<file path="config.mk">
export PLATFORM = sky130hd
export DESIGN_NAME = zicfilp_lp_tracker
export DESIGN_NICKNAME = d
export VERILOG_FILES = /design/src/rtl/config_pkg.sv /design/src/rtl/riscv_pkg.sv /design/src/rtl/lpad_label_cmp.sv /design/src/rtl/zicfilp_lp_tracker.sv
export SDC_FILE = /design/constraint.sdc
export NUM_CORES = 1
export LEC_CHECK = 0
export CORE_MARGIN = 2
export CORE_UTILIZATION = 38
export CTS_CLUSTER_SIZE = 20
export DETAILED_ROUTE_END_ITERATION = 10
export PLACE_DENSITY_LB_ADDON = 0.12
export SLEW_MARGIN = 25
export SYNTH_ARGS = -nofsm -noshare
export SYNTH_HDL_FRONTEND = slang
export SYNTH_HIERARCHICAL = 1
export SYNTH_SLANG_ARGS = --single-unit
</file>
<file path="constraint.sdc">
create_clock -name clk_i -period 2.7 [get_ports clk_i]
set_input_delay 0.675 -clock clk_i [delete_from_list [all_inputs] [get_ports clk_i]]
set_output_delay 0.675 -clock clk_i [all_outputs]
set_load 0.005 [all_outputs]
</file>
<file path="src/rtl/config_pkg.sv">
// config_pkg: core configuration record shared by the CVA6 blocks
package config_pkg;
  typedef struct packed {
    int unsigned XLEN;
    int unsigned VLEN;
    int unsigned NrCommitPorts;
  } cva6_cfg_t;
  localparam cva6_cfg_t cva6_cfg_empty = '{XLEN: 64, VLEN: 64, NrCommitPorts: 2};
endpackage

</file>
<file path="src/rtl/riscv_pkg.sv">
// riscv_pkg: landing-pad tracker state encoding, trap constants and exception record
package riscv_pkg;
  typedef enum logic [1:0] {NO_LP, LP_EXP, FAULT} lp_state_e;
  localparam logic [63:0] SW_CHECK      = 64'd18;
  localparam logic [63:0] LP_FAULT_TVAL = 64'd2;
  // valid sits in the LSB so a narrower exception_t keeps just the valid bit
  typedef struct packed {
    logic [63:0] cause;
    logic [63:0] tval;
    logic        valid;
  } lp_exception_t;
endpackage

</file>
<file path="src/rtl/lpad_label_cmp.sv">
// lpad_label_cmp: per-port landing-pad check (label zero is a wildcard); ZICFILP_LABEL_CHECK_EN enables labels
module lpad_label_cmp #(
  parameter int unsigned LPL_W = 20
) (
  input  logic             is_lpad,
  input  logic [LPL_W-1:0] lbl,
  input  logic [LPL_W-1:0] exp_lbl,
  output logic             pass
);
`ifdef ZICFILP_LABEL_CHECK_EN
  assign pass = is_lpad && (lbl == '0 || lbl == exp_lbl);
`else
  assign pass = is_lpad | (1'b0 & (|{lbl, exp_lbl}));
`endif
endmodule

</file>
<file path="src/rtl/zicfilp_lp_tracker.sv">
// zicfilp_lp_tracker: Zicfilp expected-landing-pad tracker at commit; labels checked when ZICFILP_LABEL_CHECK_EN is defined
module zicfilp_lp_tracker
  import riscv_pkg::*;
#(
  parameter config_pkg::cva6_cfg_t CVA6Cfg = config_pkg::cva6_cfg_empty,
  parameter int unsigned LPL_W = 20,
  parameter type exception_t = logic
) (
  input  logic                                            clk_i,
  input  logic                                            rst_i,
  input  logic                                            lp_en_i,
  input  logic                                            debug_mode_i,
  input  logic [CVA6Cfg.NrCommitPorts-1:0]                commit_valid_i,
  input  logic [CVA6Cfg.NrCommitPorts-1:0]                commit_is_ijmp_i,
  input  logic [CVA6Cfg.NrCommitPorts-1:0]                commit_is_lpad_i,
  input  logic [CVA6Cfg.NrCommitPorts-1:0][LPL_W-1:0]     commit_lpl_i,
  input  logic [LPL_W-1:0]                                x7_lbl_i,
  input  logic                                            trap_i,
  input  logic                                            xret_i,
  input  logic                                            pelp_i,
  output logic                                            elp_o,
  output logic                                            pelp_o,
  output logic [CVA6Cfg.NrCommitPorts-1:0]                commit_kill_o,
  output exception_t                                      lp_exception_o,
  input  logic                                            exc_ack_i,
  output logic [15:0]                                     fault_cnt_o
);
  localparam int unsigned NP = CVA6Cfg.NrCommitPorts;
  lp_state_e state_q, state_d;
  logic [LPL_W-1:0] lbl_q, lbl_d;
  logic [NP-1:0][LPL_W-1:0] lbl_chk;
  logic [NP-1:0] pass, ijv;
  logic active, armed, bad, enter;
  lp_exception_t rec;
  assign ijv = commit_valid_i & commit_is_ijmp_i;
  // an older same-cycle ijmp arms with x7; if that port was killed, this one is killed too
  for (genvar g = 0; g < NP; g++) begin : g_cmp
    assign lbl_chk[g] = |(ijv & ((NP'(1) << g) - NP'(1))) ? x7_lbl_i : lbl_q;
    lpad_label_cmp #(.LPL_W(LPL_W)) u_cmp (
      .is_lpad(commit_is_lpad_i[g]),
      .lbl(commit_lpl_i[g]),
      .exp_lbl(lbl_chk[g]),
      .pass(pass[g])
    );
  end
  assign active = lp_en_i && !debug_mode_i && state_q != FAULT;
  always_comb begin
    armed = state_q == LP_EXP;
    bad = 1'b0;
    lbl_d = lbl_q;
    commit_kill_o = '0;
    for (int i = 0; i < NP; i++) begin
      if (active && commit_valid_i[i] && !bad) begin
        bad = armed && !pass[i];
        armed = !bad && commit_is_ijmp_i[i];
        lbl_d = armed ? x7_lbl_i : lbl_d;
      end
      commit_kill_o[i] = bad;
    end
    state_d = trap_i ? NO_LP :
              xret_i ? (pelp_i ? LP_EXP : NO_LP) :
              state_q == FAULT ? (exc_ack_i ? NO_LP : FAULT) :
              bad ? FAULT : armed ? LP_EXP : NO_LP;
    enter = state_d == FAULT && state_q != FAULT;
  end
  always_ff @(posedge clk_i) begin
    if (rst_i) begin
      state_q <= NO_LP;
      lbl_q <= '0;
      pelp_o <= 1'b0;
      fault_cnt_o <= '0;
    end else begin
      state_q <= state_d;
      lbl_q <= (xret_i && !trap_i) ? '0 : lbl_d;
      if (trap_i) pelp_o <= elp_o;
      fault_cnt_o <= fault_cnt_o + 16'(enter && fault_cnt_o != 16'hFFFF);
    end
  end
  assign elp_o = state_q != NO_LP;
  always_comb begin
    rec.valid = state_q == FAULT;
    rec.cause = rec.valid ? SW_CHECK : '0;
    rec.tval = rec.valid ? LP_FAULT_TVAL : '0;
  end
  assign lp_exception_o = exception_t'(rec);
endmodule

</file>
After elaboration in Yosys (flattened, before gate mapping)
Cells that the tools add are included.

storage, ports and cells
  memories = 0
  memory bits (writable) = 0
  register bits = 19
  bits in latches = 0
  ROM bits = 0
  input port bits = 74
  logic and storage cells = 38
  output and inout bits = 21

cells by class
  bitwise gates (word level) = 0
  multiply operators = 0
  magnitude comparators = 0
  eq/ne operators = 5
  add/subtract/negate cells = 1
  reductions and logical operators = 18
  shift operators = 0
  multiplexer cells = 11
  divide/modulo/power cells = 0

operators by type and width
  cell                                                 number
  adder 16 x 1 -> 16 bit                               1
  inequality test 16 bit, second input constant        1
  logical AND 1 bit                                    11
  2-to-1 mux 2 bit                                     5
  logical NOT 1 bit                                    6
  2-to-1 mux 1 bit                                     6
  equality test 2 bit, second input constant           2
  equality test 2 x 1 -> 1 bit, second input constant  1
  inequality test 2 bit, second input constant         1
  nonzero test 2 bit                                   1

Logic depth before layout (Yosys ltp)
Gate-level depths: netlist of the first run.

  word-level depth = 18
  depth in mapped cells = 11
  gate-level depth less buffers = 10

Cells and area by module
Netlist of the first run, hierarchy kept.

modules (own cells, without submodules)
  module              seq. area each (um^2)  area an instance (um^2)  cells an instance  times used
  zicfilp_lp_tracker  780.7                  2058.2                   226                1
  lpad_label_cmp      0.0                    7.5                      1                  2

Worst setup path before layout of the first run
No wires, ideal clock.

  kind = in2reg
  start point = input commit_valid_i[0]
  end point = register fault_cnt_o[15]
  slack = 0.028 ns
  arrival = 2.602 ns
  stages = 9
  setup time = 0.071 ns
  path buffers = 0
  data required time = 2.629 ns
  cells stage by stage = and3b_1 -> o22a_1 -> o31a_1 -> nor3_1 -> ha_1 -> nand3_2 -> or3_1 -> or3_1 -> a21oi_1

between the ends
  longest elaborated chain between the ends = 15
  elaborated cells on any way between the ends = 19
  those cells by class = add/sub (1); eq/ne (1); mux (9); reduce/logical (8)

RTL lines
  what                        RTL line                  source
  start: declaration          zicfilp_lp_tracker.sv:13  input logic [CVA6Cfg.NrCommitPorts-1:0] commit_valid_i,
  logical AND 1 bit (*)       zicfilp_lp_tracker.sv:53  if (active && commit_valid_i[i] && !bad) begin
  2-to-1 mux 1 bit            zicfilp_lp_tracker.sv:53
  logical AND 1 bit           zicfilp_lp_tracker.sv:54  bad = armed && !pass[i];
  logical NOT 1 bit           zicfilp_lp_tracker.sv:55  armed = !bad && commit_is_ijmp_i[i];
  logical AND 1 bit           zicfilp_lp_tracker.sv:55
  2-to-1 mux 1 bit            zicfilp_lp_tracker.sv:53
  2-to-1 mux 1 bit            zicfilp_lp_tracker.sv:63  bad ? FAULT : armed ? LP_EXP : NO_LP;
  2-to-1 mux 2 bit (*)        zicfilp_lp_tracker.sv:63
  2-to-1 mux 2 bit (*)        zicfilp_lp_tracker.sv:62  state_q == FAULT ? (exc_ack_i ? NO_LP : FAULT) :
  2-to-1 mux 2 bit (*)        zicfilp_lp_tracker.sv:61  xret_i ? (pelp_i ? LP_EXP : NO_LP) :
  2-to-1 mux 2 bit (*)        zicfilp_lp_tracker.sv:60  state_d = trap_i ? NO_LP :
  equality test 2 bit (*)     zicfilp_lp_tracker.sv:64  enter = state_d == FAULT && state_q != FAULT;
  logical AND 1 bit (*)       zicfilp_lp_tracker.sv:64
  logical AND 1 bit (*)       zicfilp_lp_tracker.sv:76  fault_cnt_o <= fault_cnt_o + 16'(enter && fault_cnt_o != 16'hFFFF);
  adder 16 x 1 -> 16 bit (*)  zicfilp_lp_tracker.sv:76
  end signal: assignment      zicfilp_lp_tracker.sv:76
  end: declaration            zicfilp_lp_tracker.sv:26  output logic [15:0] fault_cnt_o

Mark *: on every way between the ends. The rest lies on a longest branch, timed or not.
A chain may end at the register's enable or synchronous reset.

Worst setup path after layout of the first run
  start point = input lp_en_i
  end point = register fault_cnt_o[15]

between the ends
  longest elaborated chain between the ends = 17
  elaborated cells on any way between the ends = 22
  those cells by class = add/sub (1); eq/ne (1); mux (9); reduce/logical (11)

RTL lines
  what                                 RTL line                  source
  start: declaration                   zicfilp_lp_tracker.sv:11  input logic lp_en_i,
  logical AND 1 bit (*) (2 in series)  zicfilp_lp_tracker.sv:46  assign active = lp_en_i && !debug_mode_i && state_q != FAULT;
  logical AND 1 bit                    zicfilp_lp_tracker.sv:53
  2-to-1 mux 1 bit                     zicfilp_lp_tracker.sv:53
  logical AND 1 bit                    zicfilp_lp_tracker.sv:54
  logical NOT 1 bit                    zicfilp_lp_tracker.sv:55
  logical AND 1 bit                    zicfilp_lp_tracker.sv:55
  2-to-1 mux 1 bit                     zicfilp_lp_tracker.sv:53
  2-to-1 mux 1 bit                     zicfilp_lp_tracker.sv:63
  2-to-1 mux 2 bit (*)                 zicfilp_lp_tracker.sv:63
  2-to-1 mux 2 bit (*)                 zicfilp_lp_tracker.sv:62
  2-to-1 mux 2 bit (*)                 zicfilp_lp_tracker.sv:61
  2-to-1 mux 2 bit (*)                 zicfilp_lp_tracker.sv:60
  equality test 2 bit (*)              zicfilp_lp_tracker.sv:64
  logical AND 1 bit (*)                zicfilp_lp_tracker.sv:64
  logical AND 1 bit (*)                zicfilp_lp_tracker.sv:76
  adder 16 x 1 -> 16 bit (*)           zicfilp_lp_tracker.sv:76

Marked as above.

==> reports/metrics.csv, run 1 <==
stage,metric,value,unit
die,num rows,18,
critical_path,Crit-path slowest cell,or3_4,
clock_network,cts bufs inserted,3,
global_route,antenna violations before repair,0,
critical_path,crit path kind,in -> reg,
clock_network,Worst-path clk slew,0.10,ns
route,WL/cell,12.2,um
route,Routed Antenna Nets,0,
timing,Final Cycle Share,99.9,%
finish,final instance area,1560,um2
critical_path,largest stage delay on the critical path,0.39,ns
power,maximum vdd drop,0.312,mV
timing,Max Fclk,371,MHz
route,vias,1013,
synth,Post-Syn Area,995,um2
die,die area,3040,um2
finish,Non-Filler Instances,205,
route,routed vias/inst,4.94,
critical_path,Crit. End Element,flip-flop,
timing,Hold Slack,0.510,ns
timing,Final Max Slew Viols,0,
timing,Max-Slew Margin vs Limit,78.3,%
route,DRT Pass-1 Iters,4,
place,HPWL after detailed placement,1.79,mm
global_route,first-pass GRT wire length,4.22,mm
critical_path,worst path required time,2.94,ns
timing,clk_skew,0.00748,ns
synth,syn nets,194,
timing,Slew @ Worst Pin,0.322,ns
clock_network,buffer levels on the longest clock path,2,
place,I/O Buffers,34,
critical_path,CP cell instances,dlygate4sd2_1 -> and3b_1 -> o22a_1 -> o31a_1 -> nor3_2 -> ha_2 -> nand3_2 -> or3_4 -> or3_1 -> a21oi_2,
timing,fin crit period,2.70,ns
power,total power divided by cell area,312,nW/um2
status,status,"complete, no violations",
timing,# setup viols final,0,
die,die width,55.2,um
finish,Nets,252,
synth,Syn. warnings,6,
critical_path,CP Max Fanout,3,
critical_path,nature of the critical path startpoint,input port,
global_route,gr usage total,19.4,%
clock_network,clock insertion delay at the later pin of the skew report,0.30,ns
die,core area,2480,um2
timing,RSZ-0062 raised after global routing,yes,
global_route,grt total ovfl,0,
synth,Syn Inst Count,118,
clock_network,Root Buffer,clkbuf_4,
clock_network,Num Clock Sinks,19,
global_route,largest net degree at the start of global routing,19,
route,Starting DRT DRC Count,6,
finish,n_diodes,0,
finish,layout cells sized above 1,24.6,%
place,Post-Place Cells,189,
clock_network,CTS Hold Buffers Added,0,
power,Lkg Pwr,0.000592,uW
global_route,vias in the first global route,973,
flow_run,total of max-cap violations,0,
synth,Post-Syn Area per Cell,8.43,um2
place,RePlAce Congestion,0.789,
route,total wire length,2.49,mm
timing,Final Hold Fails,0,
route,residual DRC count,0,
critical_path,Critical Path AT,2.94,ns
place,placed cell areas,1440,um2
finish,synth-to-layout area growth,56.7,%
die,initial cell density of the core,40.2,%
clock_network,H-tree Lvls,1,
die,I/O Pins,95,
clock_network,CTS tree,built,
timing,setup TNS,0,ns
hold_path,HP Class,reg -> reg,
power,total power,486,uW
die,chip height,55.2,um
==> power breakdown <==
part / switching, uW / internal (uW)
combinational: 21.6 / 39.2
sequential: 0.984 / 281
clock: 88.0 / 55.2
==> cell type report <==
type                            instances  area, um2
Clock buffer                            3       22.5
Clock inverter                          1       5.00
Fill cell                             225        918
Inverter                                7       26.3
Multi-Input combinational cell         86        571
Sequential cell                        19        380
Tap cell                               30       37.5
Timing Repair Buffer                   59        517
==> path summary, 6_finish.rpt <==
kind | startpoint | endpoint | slack, ns | depth (start not counted)
hold / removal | fault_cnt_o[6] | fault_cnt_o[6] | 0.51 | 2
hold reg to reg | fault_cnt_o[6] | fault_cnt_o[6] | 0.51 | 2
setup reg to reg | state_q[1] | fault_cnt_o[15] | 0.26 | 9
setup / recovery | lp_en_i | fault_cnt_o[15] | 0.004 | 10
==> critical path: cells and delay by family <==
family                     cells  cell delay [ns]
AOI/OAI and AO/OA              3             0.61
adders and majority gates      1             0.21
buffers and inverters          1             0.23
and+or+nand+nor                5             1.20
==> cell usage in the layout (no fill, tap or decap), types with 5 or more instances in the layout <==
cell,instances
buf_4,25
clkdlybuf4s50_1,27
dfxtp_1,19
dlygate4sd2_1,5
inv_1,6
nand2_1,6
nand3_1,6
nand4_1,5
nor2_1,13
nor4_1,5
or3_1,5
xnor2_1,8
==> flip-flops by register name (all words and copies together), names as in the netlist <==
name         flops
fault_cnt_o     16
state_q          2
pelp_o           1
==> stage by stage <==
stage | utilization [%] | setup WS (ns)
final | 62.9 | 0.00366
after global routing | 62.9 | -0.0584
after detailed placement | 58.0 | -0.506
after CTS | 62.7 | 0.0376
after global placement | 58.0 | -0.473
after floorplan | - | 0.0277
==> routing by layer <==
layer,GRT usage (%),share of wire [%],up-vias
met2,32.3,47,23
li1,-,-,525
met5,0,0,-
met4,2.44,0,0
met3,5.65,4.5,0
met1,25.5,49,465
==> timing repair <==
item                       in CTS  in global routing
setup buffers                  13                  0
setup endpoints to repair      13                  3
resized for setup              10                  4
pin swaps                      10                  0
Power figures use the tool's default switching activity.
==> run 2: changes to the inputs <==
--- a/config.mk
+++ b/config.mk
@@ -10,7 +10,8 @@
 export CTS_CLUSTER_SIZE = 20
 export DETAILED_ROUTE_END_ITERATION = 10
 export PLACE_DENSITY_LB_ADDON = 0.12
-export SLEW_MARGIN = 25
+export REMOVE_ABC_BUFFERS = 1
+export SLEW_MARGIN = 0
 export SYNTH_ARGS = -nofsm -noshare
 export SYNTH_HDL_FRONTEND = slang
 export SYNTH_HIERARCHICAL = 1
==> run 2 against run 1 <==
Against the previous run:
- hold slack got worse by 0.011 ns
- combinational power fell by 17%
- global-route usage fell by 0.76 points
- first-iteration DRC count fell by 33%
- wire length rose by 0.52%
- utilization fell by 0.61 points
- via count fell by 0.20%
- highest routed layer is now met4
- non-clock buffer count fell by 7
==> reports/metrics.csv, run 2 (synthesized netlist as in run 1, its figures left out) <==
stage,metric,value,unit,change
route,vias,1011,,-0.20%
status,status,"complete, no violations",,
finish,max reg flops,16,,unchanged
clock_network,Root Buffer,clkbuf_4,,
power,Pint,371,uW,-1.4%
clock_network,cts bufs inserted,3,,unchanged
die,core area,2480,um2,unchanged
finish,Nets,245,,-2.8%
finish,most frequent cells in the layout,"26 x clkdlybuf4s50_1, 19 x dfxtp_1, 18 x buf_4, 13 x nor2_1, 8 x xnor2_1",,
global_route,grt total ovfl,0,,unchanged
critical_path,Crit. End Element,flip-flop,,
timing,clk_skew,0.0122,ns,+0.00468 ns
critical_path,nature of the critical path startpoint,input port,,
finish,n_diodes,0,,unchanged
route,total wire length,2.51,mm,+0.52%
critical_path,crit path kind,in -> reg,,
die,die area,3040,um2,unchanged
route,routed vias/inst,5.11,,+3.3%
power,Sw Ratio,22.4,%,-0.30 points
die,num rows,18,,unchanged
place,RePlAce Congestion,0.767,,-2.8%
die,die width,55.2,um,unchanged
timing,Slew @ Worst Pin,0.417,ns,+0.0949 ns
power,Combinational Power Share,10.6,%,-1.9 points
power,total power divided by cell area,309,nW/um2,-0.78%
die,chip height,55.2,um,unchanged
die,initial cell density of the core,40.2,%,unchanged
finish,FF+latch area,380,um2,unchanged
finish,synth-to-layout area growth,55.2,%,
critical_path,largest stage delay on the critical path,0.34,ns,-0.05 ns
power,Clock power frac,30.3,%,+0.8 points
clock_network,CTS tree,built,,
finish,Non-Filler Instances,198,,-3.4%
place,HPWL after detailed placement,1.89,mm,+5.7%
clock_network,Worst-path clk slew,0.10,ns,about the same
power,Psw,107,uW,-3.0%
place,Post-Place Cells,190,,+0.53%
global_route,antenna violations before repair,0,,unchanged
route,WL/cell,12.7,um,+4.1%
hold_path,HP Class,reg -> reg,,
global_route,vias in the first global route,979,,+0.62%
critical_path,"most used cell, CP",or3_4,,
finish,Top reg by flops,fault_cnt_o,,
finish,multi-input logic area,616,um2,+7.9%
timing,fin worst setup slack,0.128,ns,+0.125 ns
route,Routed Antenna Nets,0,,unchanged
flow_run,total of max-cap violations,0,,unchanged
finish,biggest registers after layout,"fault_cnt_o (16), state_q (2), pelp_o (1)",,
power,register share of total power,59.1,%,+1.1 points
finish,"most common cell after layout, fill and taps aside",clkdlybuf4s50_1,,
critical_path,CP cell instances,clkbuf_2 -> and3b_1 -> o22a_1 -> o31a_1 -> nor3_2 -> ha_2 -> nand3_2 -> or3_4 -> or3_4 -> a21oi_2,,
critical_path,worst path required time,2.93,ns,about the same
die,I/O Pins,95,,unchanged
timing,fin crit period,2.57,ns,-0.125 ns
place,DP Worst Slack,-0.551,ns,-0.0448 ns
clock_network,clock insertion delay at the later pin of the skew report,0.30,ns,about the same
global_route,largest net degree at the start of global routing,19,,unchanged
clock_network,H-tree Lvls,1,,unchanged
critical_path,Crit-path slowest cell,or3_4,,
clock_network,buffer levels on the longest clock path,2,,unchanged
critical_path,CP Max Fanout,3,,unchanged
timing,RSZ-0062 raised after global routing,no,,
power,maximum vdd drop,0.266,mV,-15%
finish,layout cells sized above 1,26.2,%,+1.6 points
route,Starting DRT DRC Count,4,,-2
critical_path,Critical Path AT,2.80,ns,-0.14 ns
timing,# setup viols final,0,,unchanged
clock_network,Num Clock Sinks,19,,unchanged
place,I/O Buffers,34,,unchanged
timing,Final Hold Fails,0,,unchanged
route,residual DRC count,0,,unchanged
global_route,gr usage total,18.6,%,-0.76 points
clock_network,CTS Hold Buffers Added,0,,unchanged
power,Lkg Pwr,0.000590,uW,-0.34%
timing,Final Max Slew Viols,0,,unchanged
finish,fill count,243,,+8.0%
timing,Max Fclk,389,MHz,+4.8%
timing,Max-Slew Margin vs Limit,71.9,%,-6.4 points
finish,post-layout util,62.3,%,-0.61 points
global_route,first-pass GRT wire length,4.03,mm,-4.4%
route,DRT Pass-1 Iters,4,,unchanged
timing,Final Cycle Share,95.3,%,-4.6 points
==> run 2: changes by cell type in the layout (fill, tap and decap cells not counted), moves of 2 or more <==
| cell | previous run | this run |
|---|---|---|
| clkbuf_2 | 1 | 3 |
| nor4_2 | 0 | 2 |
| nor4_1 | 5 | 2 |
| buf_4 | 25 | 18 |
==> run 2: through the flow <==
| stage | total power [uW] | TNS [ns] | area [um2] | hold slack [ns] |
|---|---|---|---|---|
| 6_report | 478 | 0 | 1540 | 0.498 |
| 5_1_grt | 495 | 0 | 1540 | 0.545 |
| 3_5_place_dp | 341 | -6.17 | 1440 | 0.486 |
| 3_3_place_gp | 340 | -5.29 | 1440 | 0.484 |
| 4_1_cts | 484 | 0 | 1500 | 0.510 |
| 2_1_floorplan | 301 | 0 | 961 | 0.481 |
==> run 2: worst paths after layout <==
check	slack (ns)	cells past startpoint	startpoint	endpoint
hold reg to reg	0.50	2	pelp_o	pelp_o
setup / recovery	0.13	10	commit_valid_i[0]	fault_cnt_o[15]
setup reg to reg	0.27	12	fault_cnt_o[10]	fault_cnt_o[8]
hold / removal	0.50	2	pelp_o	pelp_o
==> run 2: layer usage <==
metal	vias up	track usage [%]	share of wire, %
li1	508	-	-
met1	474	23.7	45
met2	24	31.2	49
met3	5	3.23	5.3
met4	0	7.32	1.2
met5	-	0	0
==> run 2: timing repair <==
item	4_1_cts	5_1_grt
gates resized for setup	11	15
setup buffers	4	1
setup endpoints to repair	13	9
gates cloned	0	0
pin swaps	9	9
==> run 2: critical path: cells and delay by family <==
kind	cells	cell delay, ns
simple gates	5	1.15
compound gates	3	0.67
fa+ha+maj	1	0.21
buf+inv	1	0.10
==> run 2: final cells by class <==
type,count,area share [%]
clock buffers,4,1.70
inverters,7,1.70
multi-input cells,86,39.9
flip-flops and latches,19,24.6
well taps,30,2.43
repair buffers,52,29.7
==> run 2: power by group through the flow <==
stage	Clock, uW	Combinational [uW]	Sequential (uW)
2_1_floorplan	0	12.5	288
3_3_place_gp	0	51.2	289
3_5_place_dp	0	51.9	289
4_1_cts	151	51.1	282
5_1_grt	157	55.5	283
6_report	145	50.7	282
